[src/rtl/adder_sequencer.sv]
// adder_sequencer
//   AXI4-Lite-style master that runs one addition on a memory-mapped adder
//   slave: write A @+0x0, write B @+0x4, read sum @+0x8, read overflow @+0xC,
//   then hands {sum, ovf, err} back on a valid/ready result port.
//
// Ports
//   m1_axi_aclk / m1_axi_areset   clock, synchronous active-high reset
//   cmd_valid/cmd_ready, cmd_opa/cmd_opb         operand command port
//   res_valid/res_ready, res_sum/res_ovf/res_err result port
//   m1_axi_aw*/w*/b*   write address/data/response channels
//   m1_axi_ar*/r*      read address/data channels
//   (bresp/rresp are 1 bit: 1 = OK, 0 = error)
//
// Build option
//   ADDER_SEQ_TIMEOUT_EN : per-state watchdog; a handshake that stalls for
//   TIMEOUT_CYC cycles aborts the transaction with err=1, sum=0, ovf=0.
module adder_sequencer #(
  parameter int DATA_WIDTH  = 32,
  parameter int ADDR_WIDTH  = 8,
  parameter int BASE_ADDR   = 0,
  parameter int TIMEOUT_CYC = 255
) (
  input  logic                    m1_axi_aclk,
  input  logic                    m1_axi_areset,
  input  logic                    cmd_valid,
  output logic                    cmd_ready,
  input  logic [DATA_WIDTH-1:0]   cmd_opa,
  input  logic [DATA_WIDTH-1:0]   cmd_opb,
  output logic                    res_valid,
  input  logic                    res_ready,
  output logic [DATA_WIDTH-1:0]   res_sum,
  output logic                    res_ovf,
  output logic                    res_err,
  output logic [ADDR_WIDTH-1:0]   m1_axi_awaddr,
  output logic                    m1_axi_awvalid,
  input  logic                    m1_axi_awready,
  output logic [DATA_WIDTH-1:0]   m1_axi_wdata,
  output logic [DATA_WIDTH/8:0]   m1_axi_wstrb,
  output logic                    m1_axi_wvalid,
  input  logic                    m1_axi_wready,
  input  logic                    m1_axi_bresp,
  input  logic                    m1_axi_bvalid,
  output logic                    m1_axi_bready,
  output logic [ADDR_WIDTH-1:0]   m1_axi_araddr,
  output logic                    m1_axi_arvalid,
  input  logic                    m1_axi_arready,
  input  logic [DATA_WIDTH-1:0]   m1_axi_rdata,
  input  logic                    m1_axi_rresp,
  input  logic                    m1_axi_rvalid,
  output logic                    m1_axi_rready
);

  localparam logic [ADDR_WIDTH-1:0] OFF_A = ADDR_WIDTH'(BASE_ADDR);
  localparam logic [ADDR_WIDTH-1:0] OFF_B = ADDR_WIDTH'(BASE_ADDR + 4);
  localparam logic [ADDR_WIDTH-1:0] OFF_S = ADDR_WIDTH'(BASE_ADDR + 8);
  localparam logic [ADDR_WIDTH-1:0] OFF_O = ADDR_WIDTH'(BASE_ADDR + 12);

  typedef enum logic [2:0] {
    S_IDLE, S_WR_A, S_WB_A, S_WR_B, S_WB_B, S_RD_S, S_RD_O, S_DONE
  } state_t;

  state_t                  r_state;
  logic [DATA_WIDTH-1:0]   r_opb;
  logic [ADDR_WIDTH-1:0]   r_awaddr, r_araddr;
  logic [DATA_WIDTH-1:0]   r_wdata, r_sum;
  logic                    r_awvalid, r_wvalid, r_bready, r_arvalid, r_rready;
  logic                    r_aw_done, r_w_done, r_b_done;
  logic                    r_ovf, r_err, r_res_valid, r_cmd_ready;

  logic w_aw_fire, w_w_fire, w_b_fire, w_ar_fire, w_r_fire;
  logic w_aw_seen, w_w_seen, w_tmo;

  assign w_aw_fire = r_awvalid & m1_axi_awready;
  assign w_w_fire  = r_wvalid  & m1_axi_wready;
  assign w_b_fire  = r_bready  & m1_axi_bvalid;
  assign w_ar_fire = r_arvalid & m1_axi_arready;
  assign w_r_fire  = r_rready  & m1_axi_rvalid;
  assign w_aw_seen = r_aw_done | w_aw_fire;
  assign w_w_seen  = r_w_done  | w_w_fire;

`ifdef ADDER_SEQ_TIMEOUT_EN
  // Counter restarts whenever the state changes; the equality term in w_tmo
  // masks the one cycle where the count still belongs to the previous state.
  logic [15:0] r_tmo_cnt;
  state_t      r_state_q;

  always_ff @(posedge m1_axi_aclk) begin
    if (m1_axi_areset) begin
      r_tmo_cnt <= '0;
      r_state_q <= S_IDLE;
    end else begin
      r_state_q <= r_state;
      if (r_state != r_state_q) r_tmo_cnt <= '0;
      else if (r_tmo_cnt != '1) r_tmo_cnt <= r_tmo_cnt + 16'd1;
    end
  end

  assign w_tmo = (r_state != S_IDLE) && (r_state != S_DONE) &&
                 (r_state == r_state_q) && (r_tmo_cnt >= 16'(TIMEOUT_CYC));
`else
  assign w_tmo = 1'b0;
`endif

  always_ff @(posedge m1_axi_aclk) begin
    if (m1_axi_areset) begin
      r_state     <= S_IDLE;
      r_opb       <= '0;
      r_awaddr    <= '0;
      r_araddr    <= '0;
      r_wdata     <= '0;
      r_sum       <= '0;
      r_awvalid   <= 1'b0;
      r_wvalid    <= 1'b0;
      r_bready    <= 1'b0;
      r_arvalid   <= 1'b0;
      r_rready    <= 1'b0;
      r_aw_done   <= 1'b0;
      r_w_done    <= 1'b0;
      r_b_done    <= 1'b0;
      r_ovf       <= 1'b0;
      r_err       <= 1'b0;
      r_res_valid <= 1'b0;
      r_cmd_ready <= 1'b1;
    end else if (w_tmo) begin
      r_awvalid   <= 1'b0;
      r_wvalid    <= 1'b0;
      r_bready    <= 1'b0;
      r_arvalid   <= 1'b0;
      r_rready    <= 1'b0;
      r_err       <= 1'b1;
      r_sum       <= '0;
      r_ovf       <= 1'b0;
      r_res_valid <= 1'b1;
      r_state     <= S_DONE;
    end else begin
      case (r_state)
        S_IDLE: if (cmd_valid) begin
          r_opb       <= cmd_opb;
          r_awaddr    <= OFF_A;
          r_wdata     <= cmd_opa;
          r_awvalid   <= 1'b1;
          r_wvalid    <= 1'b1;
          r_bready    <= 1'b1;
          r_aw_done   <= 1'b0;
          r_w_done    <= 1'b0;
          r_b_done    <= 1'b0;
          r_err       <= 1'b0;
          r_sum       <= '0;
          r_ovf       <= 1'b0;
          r_cmd_ready <= 1'b0;
          r_state     <= S_WR_A;
        end
        S_WR_A, S_WR_B: begin
          if (w_aw_fire) begin r_awvalid <= 1'b0; r_aw_done <= 1'b1; end
          if (w_w_fire)  begin r_wvalid  <= 1'b0; r_w_done  <= 1'b1; end
          if (w_b_fire) begin
            // Response already consumed here; WB_x must not wait for another.
            r_awvalid <= 1'b0;
            r_wvalid  <= 1'b0;
            r_bready  <= 1'b0;
            r_b_done  <= 1'b1;
            if (!m1_axi_bresp) r_err <= 1'b1;
            r_state <= (r_state == S_WR_A) ? S_WB_A : S_WB_B;
          end else if (w_aw_seen && w_w_seen) begin
            r_state <= (r_state == S_WR_A) ? S_WB_A : S_WB_B;
          end
        end
        S_WB_A, S_WB_B: if (r_b_done || w_b_fire) begin
          if (w_b_fire && !m1_axi_bresp) r_err <= 1'b1;
          r_b_done <= 1'b0;
          if (r_state == S_WB_A) begin
            r_awaddr  <= OFF_B;
            r_wdata   <= r_opb;
            r_awvalid <= 1'b1;
            r_wvalid  <= 1'b1;
            r_bready  <= 1'b1;
            r_aw_done <= 1'b0;
            r_w_done  <= 1'b0;
            r_state   <= S_WR_B;
          end else begin
            r_bready  <= 1'b0;
            r_araddr  <= OFF_S;
            r_arvalid <= 1'b1;
            r_rready  <= 1'b1;
            r_state   <= S_RD_S;
          end
        end
        S_RD_S, S_RD_O: begin
          // rvalid implies the address was taken even if arready was missed
          if (w_ar_fire || w_r_fire) r_arvalid <= 1'b0;
          if (w_r_fire) begin
            if (!m1_axi_rresp) r_err <= 1'b1;
            if (r_state == S_RD_S) begin
              r_sum     <= m1_axi_rdata;
              r_araddr  <= OFF_O;
              r_arvalid <= 1'b1;
              r_state   <= S_RD_O;
            end else begin
              r_ovf       <= m1_axi_rdata[0];
              r_rready    <= 1'b0;
              r_res_valid <= 1'b1;
              r_state     <= S_DONE;
            end
          end
        end
        S_DONE: if (res_ready) begin
          r_res_valid <= 1'b0;
          r_cmd_ready <= 1'b1;
          r_state     <= S_IDLE;
        end
        default: r_state <= S_IDLE;
      endcase
    end
  end

  assign cmd_ready      = r_cmd_ready;
  assign res_valid      = r_res_valid;
  assign res_sum        = r_sum;
  assign res_ovf        = r_ovf;
  assign res_err        = r_err;
  assign m1_axi_awaddr  = r_awaddr;
  assign m1_axi_awvalid = r_awvalid;
  assign m1_axi_wdata   = r_wdata;
  assign m1_axi_wstrb   = '1;
  assign m1_axi_wvalid  = r_wvalid;
  assign m1_axi_bready  = r_bready;
  assign m1_axi_araddr  = r_araddr;
  assign m1_axi_arvalid = r_arvalid;
  assign m1_axi_rready  = r_rready;

endmodule

[config.mk]
export PLATFORM = sky130hd
export DESIGN_NAME = adder_sequencer
export DESIGN_NICKNAME = d
export VERILOG_FILES = /design/src/rtl/adder_sequencer.sv
export SDC_FILE = /design/constraint.sdc
export NUM_CORES = 1
export LEC_CHECK = 0
export BUFFER_PORTS_ARGS = -buffer_cell sky130_fd_sc_hd__buf_2
export CORE_MARGIN = 2
export CORE_UTILIZATION = 50
export DETAILED_ROUTE_END_ITERATION = 12
export GPL_ROUTABILITY_DRIVEN = 0
export HOLD_SLACK_MARGIN = 0.1
export PLACE_DENSITY_LB_ADDON = 0.15
export SLEW_MARGIN = 5
export SYNTH_ARGS = -nofsm -noshare
export SYNTH_HDL_FRONTEND = slang
export SYNTH_SLANG_ARGS = --single-unit
[constraint.sdc]
create_clock -name m1_axi_aclk -period 2.78 [get_ports m1_axi_aclk]
set_clock_uncertainty 0.05 [all_clocks]
set_input_delay 0.278 -clock m1_axi_aclk [delete_from_list [all_inputs] [get_ports m1_axi_aclk]]
set_output_delay 0.278 -clock m1_axi_aclk [all_outputs]
set_load 0.02 [all_outputs]
# Word-level counts from Yosys, hierarchy flattened
# Cells that the tools add are included.
[word_totals]
register_bits = 127
output_inout_bits = 94
in_bits = 107
[classes]
n_reduce_logical = 32
n_bitwise = 7
n_eq_ne = 24
mux = 75
[op_table]
columns = ["cell", "n"]
rows = [
  ["2-to-1 mux 32 bit", 6],
  ["one-hot mux 32 bit (2 select lines)", 2],
  ["2-to-1 mux 8 bit", 7],
  ["2-to-1 mux 1 bit", 37],
  ["AND reduction 5 bit", 7],
  ["one-hot mux 8 bit (2 select lines)", 2],
  ["inequality test 2 bit (second input constant)", 14],
  ["2-to-1 mux 3 bit", 8],
  ["AND reduction 4 bit", 5],
  ["one-hot mux 1 bit (3 select lines)", 6],
  ["one-hot mux 3 bit (5 select lines)", 1],
  ["equality test 3 bit (second input constant)", 4],
  ["one-hot mux 1 bit (2 select lines)", 5],
  ["nonzero test 2 bit", 5],
  ["inequality test 3 bit (second input constant)", 3],
  ["AND reduction 8 bit", 1],
  ["equality test 3 x 2 -> 1 bit (second input constant)", 2],
  ["AND reduction 3 bit", 2],
  ["OR reduction 2 bit", 3],
  ["AND 1 bit", 5],
  ["one-hot mux 1 bit (4 select lines)", 1],
  ["nonzero test 4 bit", 1],
  ["equality test 3 x 1 -> 1 bit (second input constant)", 1],
  ["zero test 3 bit", 1],
  ["other kinds (6)", 9],
]

# Logic depth before layout (Yosys ltp)
[depth]
ltp_word = 6
mapped_depth = 7
mapped_depth_nobuf = 4

# Worst setup path before layout
# No wires, ideal clock.
[synth_timing]
path_type = "register to register"
start = "register r_bready, in the netlist m1_axi_bready"
end = "register r_wdata[0], in the netlist m1_axi_wdata[0]"
path_slack_ns = 1.014
t_required_ns = 2.584
setup_time_ns = 0.146
stages_incl_launch_ff = 6
arrival_time_ns = 1.570
path_buffers = 2
path_cell_list = "dfxtp_1 -> a21oi_2 -> a2111oi_4 -> buf_6 -> buf_6 -> a211oi_2"
[synth_between]
elab_chain_len = 4
[synth_rtl]
columns = ["item", "line", "rtl"]
rows = [
  ["start: declaration", "66", "logic r_awvalid, r_wvalid, r_bready, r_arvalid, r_rready;"],
  ["start signal: assignment", "114", "r_bready <= 1'b0;"],
  ["start signal: assignment", "127", "r_bready <= 1'b0;"],
  ["start signal: assignment", "143", "r_bready <= 1'b1;"],
  ["AND 1 bit", "75", "assign w_b_fire = r_bready & m1_axi_bvalid;"],
  ["logical OR 1 bit", "168", "S_WB_A, S_WB_B: if (r_b_done || w_b_fire) begin"],
  ["inequality test 2 bit (no line)", "--", ""],
  ["AND reduction 4 bit (no line)", "--", ""],
  ["end signal: assignment", "140", "r_wdata <= cmd_opa;"],
  ["end signal: assignment", "173", "r_wdata <= r_opb;"],
  ["end: declaration", "65", "logic [DATA_WIDTH-1:0] r_wdata, r_sum;"],
]
# No other way between the ends.
# A chain may end at the register's enable or synchronous reset.

# Worst setup path in the final report
[layout_timing]
start = "register r_state[1]"
end = "register r_wdata[19], in the netlist m1_axi_wdata[19]"
[layout_between]
elab_chain_len = 4
elab_cells_between_ends = 10
[layout_rtl]
columns = ["item", "line", "rtl"]
rows = [
  ["start: declaration", "62", "state_t r_state;"],
  ["start signal: assignment", "163", "r_state <= (r_state == S_WR_A) ? S_WB_A : S_WB_B;"],
  ["start signal: assignment", "165", "r_state <= (r_state == S_WR_A) ? S_WB_A : S_WB_B;"],
  ["equality test 3 x 2 -> 1 bit or equality test 3 bit (tied branches)", "136, 171", ""],
  ["OR reduction 2 bit", "136", "case (r_state)"],
  ["inequality test 2 bit (no line) or nonzero test 2 bit (tied branches)", "--", ""],
  ["AND reduction 4 bit (no line)", "--", ""],
]
# Several ways; a longest one is shown, not always the timed one.

==> metrics.txt <==
run status=completed; vias per cell=5.21; MaxCap Viol Count=0; pwr dens=765 mW/mm²; Hold Path Class=input pin to flop; Max VDD drop=0.000395 V; initial antenna violation count=0; share of cells above drive strength 1=31.4%; Sum Neg Setup Slack=0 ns; clock latency on the worst-skew pair=0.49 ns; post-layout power=5.65 mW; Final Util=72.8%; Comb pwr share=29.1%; Seq pwr share=35.1%; final worst slack=0.562 ns; switching share of power=33.4%; Row Count=37; Hold Slack=0.114 ns; Core Box Area=0.0101 mm²; die height=105 µm; Die W=105 µm; Post-synth ARST share=0%; Syn Std Cell Area=0.00514 mm²; Synth Area per Inst=8.75 µm²; arrival time worst endpoint=2.58 ns; io pins=201; DP Worst Slack=0.587 ns; clock sink total=114; vias in the first global route=4844; H-tree depth=4; final setup fails=0; Max Clk Rate=451 MHz; Final ANT Viol Nets=0; Ys Warns=0; P_int=3.76 mW; Post-synth EDFFs=0; Critical Path RT=3.14 ns; Synth Instances=587; switching power=1.89 mW; grt ovf=0; type of origin of the critical path=flop; CTS root buf=clkbuf_8; DP HPWL=8.42 mm; IO buf count=182; Seq/Total Area, Yosys=44.4%; effective utilization at floorplan=50.7%; Fillers=743; final net count=940; Area growth, synth to finish=43.7%; final wirelength=14.3 mm; Global Route Usage Sum=25.0%; clock power share=35.8%; Iter 0 DRT Violations=293; final hold vios=0; main flop type after synthesis=dfxtp_1; wire per inst=14.6 µm; critical setup path kind=flop to flop; post-CTS repair timing setup buffer count=0; Distinct cells, synth=50; clk buf depth=2; ant diodes=0; first-pass GRT wire length=22.7 mm; Max Fanout on Critical Path=28; worst slew pin tran=1.02 ns; Clock transition at path regs=0.06 ns; largest net degree at the start of global routing=68; max_slew headroom=31.9%; CTS tree=done; CP Capture Type=flop; die area=0.0111 mm²; vias post-DR=5113; RSZ-0062 raised after global routing=false; LEAKAGE=3.13 nW; DR pass1 iterations=5; Final Cycle Share=79.8%; DR DRC count=0; Final Critical Period=2.22 ns; number of CTS-inserted buffers=17; Max Slew Vio Count=0; post-synthesis register bit count=114
==> logic make-up (layout without fill, tap and decap cells) <==
logic type             count (synthesis)  in the layout  share of synthesized area, %
AO/OA/AOI/OAI                        149            149                          21.4
flip-flops                           114            114                          44.4
XOR/XNOR                               2              2                         0.341
buffers and inverters                 71            313                          8.72
multiplexers                          35             35                          6.84
AND/OR/NAND/NOR                      214            214                          18.2
other                                  2             18                         0.146
==> sequential cells by signal (all words and copies together), names as in the netlist, 2 cells and up <==
signal / cells
m1_axi_wdata: 32
res_sum: 32
r_opb: 32
m1_axi_araddr: 2
r_state: 3
==> metal layers <==
layer	vias up	track usage (%)	share of wire, %
met2	207	44.2	50
li1	2484	-	-
met1	2396	28.8	41
met4	0	9.33	1.8
met3	26	6.68	7.2
met5	-	0	0
==> synthesized netlist by cell type (all sizes together), types with 2 or more instances <==
master | instances | share of area [%]
a21oi | 85 | 8.6
nor2b | 2 | 0.24
nand3b | 2 | 0.29
a211o | 2 | 0.34
nand2 | 109 | 8.0
clkbuf | 25 | 2.0
a21boi | 3 | 0.44
o211ai | 3 | 0.44
a21o | 3 | 0.44
dfxtp | 114 | 44
o21ai | 8 | 0.78
nand3 | 36 | 3.5
mux2i | 34 | 6.6
nand4 | 2 | 0.24
nor3b | 2 | 0.29
a21bo | 2 | 0.39
or3b | 2 | 0.39
a211oi | 33 | 7.9
buf | 43 | 6.5
nor2 | 48 | 3.7
conb | 2 | 0.15
nor3 | 5 | 0.49
inv | 3 | 0.22
==> layout by cell type, fill, tap and decap left out, drive strengths merged, types with 5 or more instances in the layout <==
master,netlist,routed
clkbuf,25,18
mux2i,34,34
clkinv,0,6
nand2,109,109
nor3,5,5
nand3,36,36
buf,43,193
dfxtp,114,114
nor2,48,48
inv,3,5
a21oi,85,85
a211oi,33,33
o21ai,8,8
conb,2,18
dlygate4sd3,0,86
==> final cells by class <==
class / instances / area (µm²) / area share, %
Tap cell: 136 / 170 / 2.31
Multi-Input combinational cell: 418 / 2470 / 33.4
Clock buffer: 18 / 418 / 5.66
Clock inverter: 13 / 138 / 1.86
Sequential cell: 114 / 2280 / 30.9
Inverter: 3 / 11.3 / 0.153
Timing Repair Buffer: 279 / 1890 / 25.7
==> path summary, 6_finish.rpt <==
| kind | startpoint | slack (ns) | to | cells after the start |
|---|---|---|---|---|
| setup reg to reg | r_state[1] | 0.56 | m1_axi_wdata[19] | 5 |
| hold reg to reg | res_sum[8] | 0.40 | res_sum[8] | 2 |
| hold / removal | cmd_opa[23] | 0.11 | m1_axi_wdata[23] | 3 |
| setup / recovery | r_state[1] | 0.56 | m1_axi_wdata[19] | 5 |
==> metrics by stage <==
step	area (µm²)	cells
3_5_place_dp	5970	864
6_report	7380	981
2_1_floorplan	5200	603
4_1_cts	7380	981
5_1_grt	7380	981
3_3_place_gp	5970	864
==> worst max-delay path, cell delays in order (launching register included) <==
cell and delay, ns:
dfxtp_1 0.58, nor2_1 0.17, a2111oi_4 0.58, buf_4 0.44, nor2_1 0.10, a211oi_2 0.21
==> power by group through the flow <==
stage	clock [mW]	combinational [mW]	sequential, mW
5_1_grt	2.14	1.77	2.00
6_report	2.02	1.64	1.98
3_5_place_dp	0	1.53	2.01
3_3_place_gp	0	1.50	2.00
2_1_floorplan	0	1.06	2.15
4_1_cts	2.06	1.63	1.98
==> what timing repair did <==
| item | in CTS | in global routing |
|---|---|---|
| hold buffers | 86 | 0 |
| endpoints found under the hold margin | 86 | 0 |
| gates resized for setup | 0 | 0 |
Power figures use the tool's default switching activity.
